<file path="src/rtl/irrigacao_multizona.sv">
// Multi-zone irrigation sequencer: round-robin zone service, fill -> drip|spray -> clean, BCD countdown.
// Optional agrochemical injector built when AGRO_DEFENSIVO_EN is defined.
module irrigacao_multizona #(
    parameter int unsigned ZONES    = 4,
    parameter int unsigned TICK_DIV = 50_000_000,
    parameter logic [7:0]  T_ENCH   = 8'h10,
    parameter logic [7:0]  T_GOT    = 8'h30,
    parameter logic [7:0]  T_ASP    = 8'h20,
    parameter logic [7:0]  T_LIMP   = 8'h05,
    localparam int unsigned ZW      = (ZONES > 1) ? $clog2(ZONES) : 1
) (
    input  logic             clk1,
    input  logic             reset_n,
    input  logic [ZONES-1:0] zona_req,
    input  logic [ZONES-1:0] zona_aspersao,
    input  logic             pausa,
    input  logic             agroDefensivo,
    output logic             bomba,
    output logic [ZONES-1:0] valvula,
    output logic [3:0]       estado,
    output logic [ZW-1:0]    zona_ativa,
    output logic [3:0]       unidade,
    output logic [3:0]       dezena,
    output logic             ciclo_fim,
    output logic             saidaAgroDefensivo
);

    localparam int unsigned PW = $clog2(TICK_DIV);

    // One-hot encoding doubles as the estado display vector.
    typedef enum logic [3:0] {
        IDLE = 4'b0000,
        ENCH = 4'b0001,
        GOT  = 4'b0010,
        ASP  = 4'b0100,
        LIMP = 4'b1000
    } state_t;

    state_t         state, state_n;
    logic [PW-1:0]  presc, presc_n;
    logic [3:0]     dez_n, uni_n;
    logic [ZW-1:0]  zona_n;
    logic           modo, modo_n;
    logic [ZW-1:0]  ptr, ptr_n;
    logic           fim_n;
    logic           tick;
    logic           found;
    logic [ZW-1:0]  sel;
    logic [ZW-1:0]  ptr_next;

    function automatic logic [7:0] dur(input logic [7:0] d);
        return (d == 8'h00) ? 8'h01 : d;
    endfunction

    // First pending request at or after ptr, wrapping at ZONES-1.
    always_comb begin
        int unsigned idx;
        logic [ZW-1:0] cand;
        found = 1'b0;
        sel   = '0;
        idx   = 0;
        cand  = '0;
        for (int unsigned i = 0; i < ZONES; i++) begin
            idx = 32'(ptr) + i;
            if (idx >= ZONES) begin
                idx = idx - ZONES;
            end
            cand = ZW'(idx);
            if (!found && zona_req[cand]) begin
                found = 1'b1;
                sel   = cand;
            end
        end
    end

    assign ptr_next = (zona_ativa == ZW'(ZONES - 1)) ? '0 : zona_ativa + ZW'(1);
    assign tick     = (state != IDLE) && !pausa && (presc == PW'(TICK_DIV - 1));

    always_ff @(posedge clk1 or negedge reset_n) begin
        if (!reset_n) begin
            state      <= IDLE;
            presc      <= '0;
            dezena     <= '0;
            unidade    <= '0;
            zona_ativa <= '0;
            modo       <= 1'b0;
            ptr        <= '0;
            ciclo_fim  <= 1'b0;
        end else begin
            state      <= state_n;
            presc      <= presc_n;
            dezena     <= dez_n;
            unidade    <= uni_n;
            zona_ativa <= zona_n;
            modo       <= modo_n;
            ptr        <= ptr_n;
            ciclo_fim  <= fim_n;
        end
    end

    always_comb begin
        state_n = state;
        presc_n = presc;
        dez_n   = dezena;
        uni_n   = unidade;
        zona_n  = zona_ativa;
        modo_n  = modo;
        ptr_n   = ptr;
        fim_n   = 1'b0;

        if ((state != IDLE) && !pausa) begin
            presc_n = tick ? '0 : presc + PW'(1);
        end

        case (state)
            IDLE: begin
                if (found && !pausa) begin
                    state_n        = ENCH;
                    zona_n         = sel;
                    modo_n         = zona_aspersao[sel];
                    presc_n        = '0;
                    {dez_n, uni_n} = dur(T_ENCH);
                end
            end
            default: begin
                if (tick) begin
                    if ({dezena, unidade} == 8'h01) begin
                        // Last second of the phase: hand over to the next phase in one edge.
                        case (state)
                            ENCH: begin
                                if (modo) begin
                                    state_n        = ASP;
                                    {dez_n, uni_n} = dur(T_ASP);
                                end else begin
                                    state_n        = GOT;
                                    {dez_n, uni_n} = dur(T_GOT);
                                end
                            end
                            ASP: begin
                                state_n        = LIMP;
                                {dez_n, uni_n} = dur(T_LIMP);
                            end
                            default: begin
                                state_n        = IDLE;
                                {dez_n, uni_n} = 8'h00;
                                ptr_n          = ptr_next;
                                fim_n          = 1'b1;
                            end
                        endcase
                    end else if (unidade == 4'd0) begin
                        uni_n = 4'd9;
                        dez_n = dezena - 4'd1;
                    end else begin
                        uni_n = unidade - 4'd1;
                    end
                end
            end
        endcase
    end

    assign bomba   = (state == ENCH) && !pausa;
    assign valvula = (((state == GOT) || (state == ASP)) && !pausa)
                     ? (ZONES'(1) << zona_ativa) : '0;
    assign estado  = state;

`ifdef AGRO_DEFENSIVO_EN
    logic [2:0] agro_sync;
    logic       armado;

    // Two synchronising flops plus one for rising-edge detection.
    always_ff @(posedge clk1 or negedge reset_n) begin
        if (!reset_n) begin
            agro_sync <= '0;
            armado    <= 1'b0;
        end else begin
            agro_sync <= {agro_sync[1:0], agroDefensivo};
            if (agro_sync[1] && !agro_sync[2]) begin
                armado <= !armado;
            end
        end
    end

    assign saidaAgroDefensivo = armado && (state == ASP) && !pausa;
`else
    logic unused_agro;
    assign unused_agro        = agroDefensivo;
    assign saidaAgroDefensivo = 1'b0;
`endif

endmodule

</file>
<file path="config.mk">
export PLATFORM = sky130hd
export DESIGN_NAME = irrigacao_multizona
export DESIGN_NICKNAME = d
export VERILOG_FILES = /design/src/rtl/irrigacao_multizona.sv
export SDC_FILE = /design/constraint.sdc
export NUM_CORES = 1
export LEC_CHECK = 0
export CAP_MARGIN = 20
export CORE_ASPECT_RATIO = 0.9
export CORE_MARGIN = 2
export CORE_UTILIZATION = 44
export CTS_BUF_LIST = sky130_fd_sc_hd__clkbuf_4 sky130_fd_sc_hd__clkbuf_8
export CTS_CLUSTER_SIZE = 14
export DETAILED_ROUTE_END_ITERATION = 12
export PLACE_DENSITY_LB_ADDON = 0.25
export SLEW_MARGIN = 10
export SYNTH_ARGS = -nofsm -noshare
export SYNTH_HDL_FRONTEND = slang
export SYNTH_SLANG_ARGS = --single-unit
</file>
<file path="constraint.sdc">
create_clock -name clk1 -period 3.05 [get_ports clk1]
set_input_delay 0.915 -clock clk1 [delete_from_list [all_inputs] [get_ports clk1]]
set_output_delay 0.915 -clock clk1 [all_outputs]
set_load 0.02 [all_outputs]
</file>
Word-level counts from Yosys, hierarchy flattened

Cells that the tools add are included.

Bitwise operators: 2
$lt $le $gt $ge: 9
Mux-type cells: 50
Equality and inequality tests: 7
Shifts and indexed selects: 1
Add/subtract/negate cells: 11
Reduce and logical (&&, ||, !) cells: 25

Operators by type and width:

| kind                  | count |
|---|---|
| $mux 26               | 4 |
| $mux 4                | 15 |
| $add 26x1->26 const B | 1 |
| $eq 26x26->1 const B  | 1 |
| $mux 2                | 9 |
| $lt 2x3->1 const B    | 5 |
| $mux 1                | 14 |
| $bmux 1 s2            | 5 |
| $ge 3x3->1 const B    | 3 |
| $eq 8x1->1 const B    | 1 |
| $logic_and 1x1->1     | 8 |
| $logic_not 4->1       | 2 |
| $pmux 4 s2            | 1 |
| $sub 2x1->2 const B   | 4 |
| $sub 4x1->4 const B   | 2 |
| $add 2x2->3 const B   | 2 |
| $mux 3                | 2 |
| $reduce_and 3->1      | 2 |
| $eq 4x1->1 const B    | 1 |
| $eq 4x2->1 const B    | 1 |
| $eq 4x3->1 const B    | 1 |
| $logic_not 1->1       | 4 |
| $reduce_and 2->1      | 2 |
| $reduce_and 4->1      | 1 |
| 12 further kinds      | 14 |

Output and inout port bits: 21
Bits in registers: 44
Bits of input ports: 12
Word-level logic and storage cells: 113

Logic depth before layout (Yosys ltp)

Depth in word-level cells: 17
Gate-level depth with buffers: 8
Gate-level depth less buffers: 7

Worst setup path before layout

OpenSTA, ideal clock, no wires.

Path kind: input -> output
From: in pausa
To: out valvula[0]
Stages: 3
Required time: 2.135 ns
Slack: 0.456 ns
Path buffers: 1
Arrival time: 1.679 ns
Cells stage by stage: clkbuf_1 > nor4_1 > and2_1

Longest elaborated chain between the ends: 3

RTL lines:

| element           | RTL line | RTL |
|---|---|---|
| from (decl)       | 16       | `input logic pausa,` |
| $logic_not 1->1   | 162      | `assign valvula = (((state == GOT) \|\| (state == ASP)) && !pausa)` |
| $logic_and 1x1->1 | 162      |  |
| $mux 4            | 163      | `? (ZONES'(1) << zona_ativa) : '0;` |
| to (decl)         | 19       | `output logic [ZONES-1:0] valvula,` |

Every way passes these cells.

Worst setup path after layout

From: in pausa
To: out valvula[1]

The elaborated chain is that of the path after synthesis.

==> reports/results.tsv <==
stage	metric	value	unit
place	DP Wirelength	4250	microns
sta	skew final	0.00870	ns
sta	Final Hold Fails	0	
worst_setup_path	crit path DAT	2.02	ns
power	VDD IR max	0.297	mV
power	Leak Pwr	0.00138	uW
detailed_routing	vias	2203	
cts	CTS Buffer Depth	2	
power	Switch Pwr	431	uW
sta	Tcrit/Tclk final	96.4	%
finish	share of layout cells above drive strength 1	13.6	%
global_routing	aggregate global routing overflow	0	
global_routing	global-route wire length before repair	9710	microns
synth	Synth top area share	42.8	%
cts	CTS tree	yes	
global_routing	All-Layer GR Usage	18.6	%
worst_setup_path	CP Launch Type	input pin	
power	switch share	30.5	%
place	Placed Area	3020	sq um
cts	CTS Hold Bufs	0	
power	Power Internal	983	uW
synth	most frequent cell after synthesis	dfrtp_1	
finish	final instance area	3100	sq um
detailed_routing	ANT nets after route	0	
synth	XOR/XNOR share of the synthesized area	7.16	%
synth	synthesized area per cell	9.15	sq um
floorplan	die area	6470	sq um
detailed_routing	Post-route DRC	0	
floorplan	cell row count	26	
synth	Synth Register Bits	44	
cts	Clock Latency Late Sink	0.30	ns
synth	Yosys top cell by area	dfrtp_1	
sta	worst setup margin	0.111	ns
min_path	Hold Crit Class	in2async	
synth	ys flop type	dfrtp_1	
flow_run	max_cap viols	0	
synth	synth unique cells	49	
cts	Clock transition at path regs	0.08	ns
synth	Post-synth top cells	44 x dfrtp_1, 32 x nor2_1, 22 x nand2_1, 22 x o21ai_0, 14 x xor2_1	
synth	fraction of registers with async set/reset	100	%
sta	fin. max-slew vios	0	
detailed_routing	Pre-antenna DRT Iters	4	
power	Comb power frac	22.4	%
synth	mux share of post-synthesis cell area	4.09	%
power	Clock power frac	28.2	%
worst_setup_path	kind of critical path	in2out	
floorplan	I/O pins	33	
finish	# diodes	0	
floorplan	initial core utilization	45.4	%
sta	final setup violating endpoints	0	
worst_setup_path	CP required	2.13	ns
finish	Final nets	341	
synth	post-synth net total	300	
detailed_routing	DR WL/cell	14.8	microns
status	outcome	finished, final reports clean	
synth	register area share after synthesis	42.8	%
synth	largest family of logic cells by synthesized area	simple AND/OR/NAND/NOR gates	
worst_setup_path	r2r setup slk	0.63	ns
cts	htree depth	2	
synth	Synth Area in Compound Gates	11.0	%
cts	Root Buffer	clkbuf_8	
finish	Layout area overhead	20.6	%
place	Post-Place Setup Slack	-0.339	ns
power	Pwr per Cell Area	456	nW/um^2
floorplan	die width	84.6	microns
place	# port buffers	30	
synth	simple-gate share of the synthesized area	27.8	%
sta	TNS Setup	0	ns
finish	fin cells	393	
place	routability cong.	0.831	
cts	clk sinks	44	
floorplan	Core Region	5660	sq um
power	Sequential Power Share	49.4	%
synth	adder-cell area share of the yosys netlist	3.41	%
global_routing	initial antenna violation count	0	
detailed_routing	routed wire length	5810	microns
synth	synth warn	0	
worst_setup_path	crit-path max FO	4	
sta	Highest Clock Rate	340	MHz
detailed_routing	routed vias/inst	5.61	
floorplan	die height	76.5	microns
synth	number of synthesized flops with an enable pin	0	
sta	Final min period	2.94	ns
global_routing	pin count of the biggest net entering global routing	20	
place	Placed Cells	385	
synth	ranking of synthesized cells by area	dfrtp_1 43%, xor2_1 4.8%, nor2_1 4.7%	
detailed_routing	Initial DRC Count	127	
global_routing	vias in the first global route	2069	
synth	mapped cell area	2570	sq um
synth	Mapped Cells	281	
cts	TritonCTS Buffers	5	
sta	RSZ-0062 raised after global routing	no	
worst_setup_path	crit end category	output port	
-- path summary, 6_finish.rpt --
kind | to | startpoint | depth (start not counted)
worst min register to register | presc[0]$_DFF_PN0_ | presc[0]$_DFF_PN0_ | 1
worst max register to register | ptr[1]$_DFFE_PN0P_ | dezena[0]$_DFFE_PN0P_ | 6
worst max-delay path | valvula[1] | pausa | 5
min in group clk1 | presc[0]$_DFF_PN0_ | presc[0]$_DFF_PN0_ | 1
worst min-delay path | dezena[0]$_DFFE_PN0P_ | reset_n | 1
max in group asynchronous | presc[3]$_DFF_PN0_ | reset_n | 2
-- layout by cell type, fill, tap and decap left out, types with 2 or more instances in the layout --
cell | netlist | final
a21o_1 | 2 | 2
a21oi_1 | 10 | 10
a22o_1 | 2 | 2
and2_1 | 8 | 8
and3_1 | 7 | 7
and4_1 | 5 | 5
buf_2 | 3 | 5
buf_4 | 1 | 17
clkbuf_4 | 0 | 2
clkbuf_8 | 0 | 6
clkdlybuf4s50_1 | 0 | 24
dfrtp_1 | 44 | 44
ha_1 | 7 | 7
inv_1 | 8 | 8
mux2_2 | 4 | 4
mux2_4 | 2 | 2
mux2i_1 | 3 | 3
nand2_1 | 22 | 22
nand3_1 | 9 | 9
nand4_1 | 11 | 11
nor2_1 | 32 | 32
nor3_1 | 9 | 9
nor3b_1 | 2 | 2
nor4_1 | 6 | 5
o21ai_0 | 22 | 22
or3_1 | 7 | 7
or3_4 | 2 | 2
or4_1 | 2 | 2
or4b_2 | 2 | 2
xnor2_1 | 7 | 7
xor2_1 | 14 | 14
-- worst max-delay path, stage by stage --
cell and delay, ns:
clkdlybuf4s50_1 0.44, nor4_2 0.23, buf_4 0.16, and2_1 0.11, buf_2 0.16
-- per-layer routing --
layer / vias to the layer above / wire length (microns) / track usage (%)
met4: 0 / 49 / 4.60
met3: 6 / 200 / 3.58
li1: 1089 / - / -
met5: - / 0 / 0
met2: 42 / 2610 / 27.4
met1: 1066 / 2950 / 28.1
-- registers in the layout, summed over array words and instances, names as in the netlist --
register and flops:
presc 26, dezena 4, estado 4, unidade 4, ptr 2, zona_ativa 2
ciclo_fim 1, modo 1
-- metrics by stage --
stage / total power, uW / hold WS [ns] / util, %
6_report: 1410 / 0.528 / 54.8
5_1_grt: 1500 / 0.556 / 54.8
4_1_cts: 1430 / 0.539 / 55.1
3_5_place_dp: 1030 / 0.531 / 53.3
3_3_place_gp: 1020 / 0.513 / 53.3
2_1_floorplan: 896 / 0.485 / -
-- area by class of cell --
type	instances	area, sq um
Fill cell	508	2560
Multi-Input combinational cell	216	1380
Sequential cell	44	1100
Timing Repair Buffer	47	402
Clock buffer	8	97.6
Tap cell	70	87.6
Inverter	8	30.0
-- repair_timing --
item	4_1_cts	5_1_grt
hold endpoints to repair	0	0
resized for setup	13	5
setup endpoints to repair	5	4
pin swaps	0	0
buffers inserted	0	0
-- power by group through the flow --
stage / Clock [uW] / Sequential, uW / Combinational, uW
2_1_floorplan: 0 / 715 / 181
3_3_place_gp: 0 / 706 / 314
3_5_place_dp: 0 / 708 / 319
4_1_cts: 411 / 696 / 320
5_1_grt: 431 / 708 / 358
6_report: 399 / 698 / 317
-- cells by family (layout without fill, tap and decap cells) --
kind of cell | after synthesis | count (layout)
AOI/OAI and AO/OA | 47 | 47
xor gates and xnor gates | 21 | 21
adders and majority gates | 7 | 7
buffers and inverters | 21 | 63
DFF | 44 | 44
muxes | 9 | 9
other | 1 | 1
and+or+nand+nor | 131 | 131
Note: power is estimated with default switching activity, not from simulation.
